## config.mk

```make
export PLATFORM = sky130hd
export DESIGN_NAME = aes_round_ctrl
export DESIGN_NICKNAME = d
export VERILOG_FILES = /design/src/rtl/aes_round_ctrl.sv
export SDC_FILE = /design/constraint.sdc
export NUM_CORES = 1
export LEC_CHECK = 0
export BUFFER_PORTS_ARGS = -buffer_cell sky130_fd_sc_hd__buf_4
export CORE_ASPECT_RATIO = 0.9
export CORE_MARGIN = 3
export CORE_UTILIZATION = 45
export CTS_CLUSTER_DIAMETER = 100
export CTS_CLUSTER_SIZE = 14
export DETAILED_ROUTE_END_ITERATION = 8
export GPL_TIMING_DRIVEN = 1
export SLEW_MARGIN = 20
export SYNTH_ARGS = -nofsm -noshare
export SYNTH_HDL_FRONTEND = slang
export SYNTH_SLANG_ARGS = --single-unit
```

## constraint.sdc

```tcl
create_clock -name clk -period 2.21 [get_ports clk]
set_input_delay 0.442 -clock clk [delete_from_list [all_inputs] [get_ports clk]]
set_output_delay 0.442 -clock clk [all_outputs]
set_load 0.02 [all_outputs]
```

## src/rtl/aes_round_ctrl.sv

```systemverilog
// aes_round_ctrl: sequencer for one AES-128 block.
// Drives the key scheduler handshake (ks_en/ks_ry/sel_key) and the round
// datapath strobes (load_data, rnd_en, mix_en). The round-key schedule is
// cached: it is regenerated only when new_key is given with start, or when no
// valid schedule exists (after reset or a scheduler timeout).
// Optional feature: define AES_DECRYPT_EN to add the 'mode' input
// (0 = encrypt, 1 = decrypt), which reverses the round-key order.
module aes_round_ctrl #(
  parameter int NR         = 10,
  parameter int KS_TIMEOUT = 64
) (
  input  logic       clk,
  input  logic       rst,
  input  logic       start,
  input  logic       new_key,
`ifdef AES_DECRYPT_EN
  input  logic       mode,
`endif
  input  logic       ks_ry,
  output logic       busy,
  output logic       done,
  output logic       err,
  output logic       ks_en,
  output logic [3:0] sel_key,
  output logic       load_data,
  output logic       rnd_en,
  output logic       mix_en
);

  // The round counter is 4 bits wide, so more than 15 rounds cannot be encoded.
  if (NR < 1 || NR > 15) begin : g_bad_nr
    $error("aes_round_ctrl: NR must be in the range 1..15");
  end
  if (KS_TIMEOUT < 1) begin : g_bad_tmo
    $error("aes_round_ctrl: KS_TIMEOUT must be at least 1");
  end

  localparam logic [3:0] NR_L = 4'(NR);
  // The timeout counter only needs to reach KS_TIMEOUT-1.
  localparam int TW = (KS_TIMEOUT < 2) ? 1 : $clog2(KS_TIMEOUT);
  localparam logic [TW-1:0] TMO_LAST = TW'(KS_TIMEOUT - 1);

  localparam logic [2:0] S_IDLE   = 3'd0;
  localparam logic [2:0] S_KEYGEN = 3'd1;
  localparam logic [2:0] S_INIT   = 3'd2;
  localparam logic [2:0] S_ROUND  = 3'd3;
  localparam logic [2:0] S_FINAL  = 3'd4;
  localparam logic [2:0] S_DONE   = 3'd5;

  logic [2:0]    state_reg, state_next;
  logic [3:0]    rnd_reg, rnd_next;
  logic [TW-1:0] tmo_reg, tmo_next;
  logic          key_valid_reg, key_valid_next;
  logic          mode_reg, mode_next;
  logic          busy_reg, busy_next;
  logic          done_reg, done_next;
  logic          err_reg, err_next;
  logic          ks_en_reg, ks_en_next;
  logic [3:0]    sel_key_reg, sel_key_next;
  logic          load_reg, load_next;
  logic          rnd_en_reg, rnd_en_next;
  logic          mix_en_reg, mix_en_next;

  logic          mode_in;
  logic [3:0]    rnd_inc;
  logic          init_go;
  logic          init_dec;

`ifdef AES_DECRYPT_EN
  assign mode_in = mode;
`else
  assign mode_in = 1'b0;
`endif

  assign rnd_inc = rnd_reg + 4'd1;

  // Round-key index for round r: ascending for encrypt, descending for decrypt.
  function automatic logic [3:0] key_sel(input logic dec, input logic [3:0] r);
    return dec ? (NR_L - r) : r;
  endfunction

  // Next-state and next-output decode; every strobe is computed one cycle
  // ahead so the outputs come straight from flops.
  always_comb begin
    state_next     = state_reg;
    rnd_next       = rnd_reg;
    tmo_next       = tmo_reg;
    key_valid_next = key_valid_reg;
    mode_next      = mode_reg;
    busy_next      = busy_reg;
    done_next      = 1'b0;
    err_next       = err_reg;
    ks_en_next     = 1'b0;
    sel_key_next   = sel_key_reg;
    load_next      = 1'b0;
    rnd_en_next    = 1'b0;
    mix_en_next    = 1'b0;
    init_go        = 1'b0;
    init_dec       = mode_reg;

    case (state_reg)
      S_IDLE: begin
        if (start) begin
          busy_next = 1'b1;
          err_next  = 1'b0;
          mode_next = mode_in;
          if (new_key || !key_valid_reg) begin
            state_next = S_KEYGEN;
            ks_en_next = 1'b1;
            tmo_next   = '0;
          end else begin
            init_go  = 1'b1;
            init_dec = mode_in;
          end
        end
      end
      S_KEYGEN: begin
        if (ks_ry) begin
          key_valid_next = 1'b1;
          init_go        = 1'b1;
        end else if (tmo_reg == TMO_LAST) begin
          // Scheduler never answered: abandon the block without a done pulse.
          state_next     = S_IDLE;
          err_next       = 1'b1;
          key_valid_next = 1'b0;
          busy_next      = 1'b0;
        end else begin
          tmo_next   = tmo_reg + 1'b1;
          ks_en_next = 1'b1;
        end
      end
      S_INIT, S_ROUND: begin
        // INIT leaves rnd_reg at 0, so both states advance to round rnd_reg+1.
        rnd_en_next = 1'b1;
        if (rnd_inc == NR_L) begin
          state_next   = S_FINAL;
          mix_en_next  = 1'b0;
          sel_key_next = key_sel(mode_reg, NR_L);
        end else begin
          state_next   = S_ROUND;
          mix_en_next  = 1'b1;
          rnd_next     = rnd_inc;
          sel_key_next = key_sel(mode_reg, rnd_inc);
        end
      end
      S_FINAL: begin
        state_next = S_DONE;
        done_next  = 1'b1;
        busy_next  = 1'b0;
      end
      S_DONE: begin
        state_next = S_IDLE;
      end
      default: begin
        state_next = S_IDLE;
        busy_next  = 1'b0;
      end
    endcase

    // INIT cycle: load plaintext and apply the whitening key only.
    if (init_go) begin
      state_next   = S_INIT;
      rnd_next     = 4'd0;
      load_next    = 1'b1;
      rnd_en_next  = 1'b1;
      mix_en_next  = 1'b0;
      sel_key_next = key_sel(init_dec, 4'd0);
    end
  end

  // State and output registers; reset forgets the cached key schedule.
  always_ff @(posedge clk or posedge rst) begin
    if (rst) begin
      state_reg     <= S_IDLE;
      rnd_reg       <= 4'd0;
      tmo_reg       <= '0;
      key_valid_reg <= 1'b0;
      mode_reg      <= 1'b0;
      busy_reg      <= 1'b0;
      done_reg      <= 1'b0;
      err_reg       <= 1'b0;
      ks_en_reg     <= 1'b0;
      sel_key_reg   <= 4'd0;
      load_reg      <= 1'b0;
      rnd_en_reg    <= 1'b0;
      mix_en_reg    <= 1'b0;
    end else begin
      state_reg     <= state_next;
      rnd_reg       <= rnd_next;
      tmo_reg       <= tmo_next;
      key_valid_reg <= key_valid_next;
      mode_reg      <= mode_next;
      busy_reg      <= busy_next;
      done_reg      <= done_next;
      err_reg       <= err_next;
      ks_en_reg     <= ks_en_next;
      sel_key_reg   <= sel_key_next;
      load_reg      <= load_next;
      rnd_en_reg    <= rnd_en_next;
      mix_en_reg    <= mix_en_next;
    end
  end

  assign busy      = busy_reg;
  assign done      = done_reg;
  assign err       = err_reg;
  assign ks_en     = ks_en_reg;
  assign sel_key   = sel_key_reg;
  assign load_data = load_reg;
  assign rnd_en    = rnd_en_reg;
  assign mix_en    = mix_en_reg;

endmodule

```

==> results <==
- The areal power density over the cells is 1340 mW/mm².
- Yosys mapped the design onto 41 distinct sky130hd cell types.
- Of the total synthesized cell area, the portion taken by XOR and XNOR cells is 3.55%.
- The minimum clock period after layout is 1960 ps.
- For this run, the total global-route usage over all layers was measured as 15.7%.
- The detailed-routing iteration count for the pre-antenna-repair pass is 4.
- The tool flagged a number of max-cap violations equal to 0.
- The critical path buffer and inverter count is 0.
- The gate count after technology mapping is 117.
- TritonCTS created 3 clock buffers.
- The total length of routed wires is 2290 µm.
- By area, the combinational part of the netlist is dominated by compound AO/OA/AOI/OAI gates.
- The count of pins over their slew limit was 0.
- The longest clock path from root to sink contains 2 buffers.
- For this run, design rule violations remaining after detail routing come to 0.
- The type of origin of the critical path is a register.
- The total die area is 0.00340 mm².
- Summing all multi-input logic gate instances after layout gives 564 µm².
- Buffers inserted to repair hold after CTS numbered 0.
- The share of flip-flops with an asynchronous set or reset is 100%.
- The buffer cell driving the clock tree root is sky130_fd_sc_hd__clkbuf_4.
- Routability-driven placement finished with a final weighted congestion of 0.830.
- The area used by sequential logic in the layout is 626 µm².
- The net count reported at finish is 146.
- Once detail routing completed, the nets flagged for antenna violations numbered 0.
- The total power draw is 1.90 mW.
- The fraction of layout instances using a drive strength above 1 is 24.8%.
- The number of top-level pins is 16.
- For the pin with the worst max-slew slack, the measured transition is 562 ps.
- For this configuration, the core starts out at a cell density of 48.7%.
- The critical path required time is 2450 ps.
- In this run, the number of DRC markers left after iteration 0 of detailed routing was 26.
- The final hold violation count was 0.
- Tracing the worst setup path back leads to its startpoint at rnd_reg[0]$_DFFE_PP0P_.
- OpenSTA, run right after detailed placement, puts the worst setup slack at 231 ps.
- Walking the worst path, the cells encountered are ha_1 -> or2_2 -> o21ai_1 -> a311oi_2 -> nor2_1 -> a22o_1.
- At the worst endpoint, the arrival time is 2200 ps.
- The count of flip-flops with a built-in enable after synthesis is 0.
- The total via count after detailed routing is 888.
- The flow ran to the end, and the final reports show no timing, DRC or antenna violations.
- The post-detailed-route wirelength per cell is 13.9 µm.
- The layout has 241 filler cells.
- The number of warnings reported in the yosys synthesis log is 0.
- In this run the worst hold path is classified as in -> async.
- After clock tree synthesis, the clock-pin slew on the worst setup and hold paths is 150 ps.
- The maximum frequency from static timing analysis is 0.510 GHz.
- CTS built an H-tree with a depth of 1.
- The area growth from synthesis to layout is 15.3%.
- The share of synthesized cell area in full adder, half adder and majority cells is 3.05%.
- The total number of cells along the worst setup path is 6.
- Excluding fillers, the count of instances in the completed layout stands at 165.
- The number of flip-flops in the largest register is 6.
- The library cell contributing the largest single delay on the critical path is sky130_fd_sc_hd__a311oi_2.
- The horizontal die dimension is 61.2 µm.
- Counting every net in the synthesized netlist gives 125.
- The total of flip-flops plus latches after synthesis is 25.
- The core region area is 0.00253 mm².
- STA classifies the critical path endpoint as a register.
- The startpoint of the worst register-to-register path is rnd_reg[0]$_DFFE_PP0P_.
- The portion of synthesized area spent on multiplexers is 0.812%.
- VDD sags by at most 0.765 mV.
- The pin count of the biggest net entering global routing is 26.
- The maximum fanout along the worst path is 6.
- The synthesized area is 0.00123 mm².
- The TritonCTS clock tree is done.
- The worst pin sits at a relative slew slack of 62.6%.
- The number of antenna diodes in the final layout is 0.
- The post-CTS setup buffer count is 0.
- After clock tree synthesis, the repair step resized 0 gates.
- The sequential fraction of the synthesis area is 50.8%.
- The worst setup path is of the reg -> reg kind.
- The analysis attributes to cell leakage a power of 0.653 nW.
- In this run the tool buffered the top-level ports with 15 buffer cells.
- The first global-routing pass estimated 4020 µm of wire.
- The prevailing post-synth register cell is sky130_fd_sc_hd__dfrtp_1.
- The via count of the first global-routing pass is 842.
- The total overflow left after global routing is 0.
- After detailed placement, the design holds a cell count of 161.
- For this run, the slowest stage of the critical path takes 550 ps.
- The later pin in the worst-skew pair is clocked with a latency of 330 ps.
- Setup violations remaining at the end of the flow were counted as 0.
- The share of the clock period used by the worst path after layout is 88.7%.
- The number of antenna violations at the first check in global routing is 0.
- From bottom edge to top edge, the die measures 55.6 µm.
- Grouping stages by cell kind, the critical path spends the most delay in compound AO/OA/AOI/OAI gates.
- Setup slack on the critical path of the routed design comes to 249 ps.
- The area fraction in compound gates after synthesis is 19.5%.
- Setup repair after global routing left no endpoint under its margin.
- A synthesized cell averages 10.5 µm².
- The area fraction in and, or, nand and nor cells after synthesis is 18.9%.
- The detailed placement HPWL is 1710 µm.
- The sum of negative setup slack is 0 ps.
- The floorplan has 17 rows.
- The depth of the most critical reg-to-reg path is 6.
- The number of sinks handled by clock tree synthesis is 25.
- The post-detailed-route via-to-cell ratio is 5.38.
- Across the routed clock network, the largest skew measured is 15.9 ps.
==> synthesized netlist by cell type (2+ instances only) <==
library cell | instances | share of area (%)
sky130_fd_sc_hd__o21ai_0 | 4 | 1.6
sky130_fd_sc_hd__a22o_1 | 2 | 1.4
sky130_fd_sc_hd__xnor2_1 | 4 | 2.8
sky130_fd_sc_hd__o21ai_1 | 3 | 1.2
sky130_fd_sc_hd__dfrtp_1 | 25 | 51
sky130_fd_sc_hd__nand2_1 | 10 | 3.0
sky130_fd_sc_hd__ha_1 | 3 | 3.0
sky130_fd_sc_hd__inv_1 | 8 | 2.4
sky130_fd_sc_hd__nand3_1 | 8 | 3.2
sky130_fd_sc_hd__a2111oi_2 | 2 | 2.4
sky130_fd_sc_hd__nor2_1 | 14 | 4.3
sky130_fd_sc_hd__a21oi_1 | 3 | 1.2
sky130_fd_sc_hd__nand2b_1 | 3 | 1.5
==> worst register-to-register path, cell delays in order, from the launching register on <==
cell and delay [ps]:
sky130_fd_sc_hd__dfrtp_1 470, sky130_fd_sc_hd__ha_1 250, sky130_fd_sc_hd__or2_2 130, sky130_fd_sc_hd__o21ai_1 70
sky130_fd_sc_hd__a311oi_2 550, sky130_fd_sc_hd__nor2_1 160, sky130_fd_sc_hd__a22o_1 260
==> power by group <==
part | internal, mW | leakage, nW | switching [mW]
clock network | 0.0678 | 0.0177 | 0.142
logic | 0.408 | 0.326 | 0.505
registers | 0.627 | 0.309 | 0.154
total | 1.10 | 0.653 | 0.802
==> through the flow <==
step,hold WS (ps),utilization [%],cell area (µm²)
after floorplan,469,-,1230
after CTS,152,56.2,1420
final,139,56.2,1420
after detailed placement,501,55.1,1390
after global placement,494,55.1,1390
after global routing,178,56.2,1420
==> layout by cell type, fill, tap and decap left out, drive strengths merged, types with 2 or more instances in the layout <==
| cell type | Yosys | final |
|---|---|---|
| nand3 | 8 | 8 |
| clkbuf | 1 | 3 |
| ha | 3 | 3 |
| a2111oi | 3 | 3 |
| o21ai | 8 | 8 |
| inv | 9 | 9 |
| buf | 1 | 18 |
| a22o | 2 | 2 |
| dfrtp | 25 | 25 |
| and3 | 2 | 2 |
| xnor2 | 4 | 4 |
| nand2 | 10 | 10 |
| nor3 | 2 | 2 |
| nand2b | 3 | 3 |
| nor2 | 14 | 14 |
| a21oi | 3 | 3 |
==> cell families (layout without fill, tap and decap cells) <==
kind of cell,Yosys count,after routing
mux,1,1
buf+inv,11,31
flops,25,25
compound gates,26,26
xor+xnor,5,5
fa+ha+maj,3,3
simple gates,46,46
==> routing by layer <==
metal  GRT usage [%]  wire, µm  part of all wire [%]
met1            24.0      1160                    50
met2            21.5      1020                    44
met3            4.41        84                   3.7
met4            4.64        35                   1.5
met5               0         0                     0
==> path summary, 6_finish.rpt <==
kind                                     endpoint  slack [ps]
setup / recovery           rnd_reg[3]$_DFFE_PP0P_         250
hold / removal                    ks_en$_DFF_PP0_         140
setup reg to reg           rnd_reg[3]$_DFFE_PP0P_         250
hold reg to reg            sel_key[3]$_DFFE_PP0P_         530
max in group asynchronous  rnd_reg[1]$_DFFE_PP0P_        1820
min in group clk                  err$_DFFE_PP0P_         310
==> final cells by class <==
type | instances | share of cell area, %
Inverter | 9 | 2.38
Timing Repair Buffer | 18 | 9.51
Multi-Input combinational cell | 81 | 39.7
Tap cell | 28 | 2.46
Sequential cell | 25 | 44.0
Clock buffer | 3 | 1.58
Clock inverter | 1 | 0.352
Power figures use the tool's default switching activity.
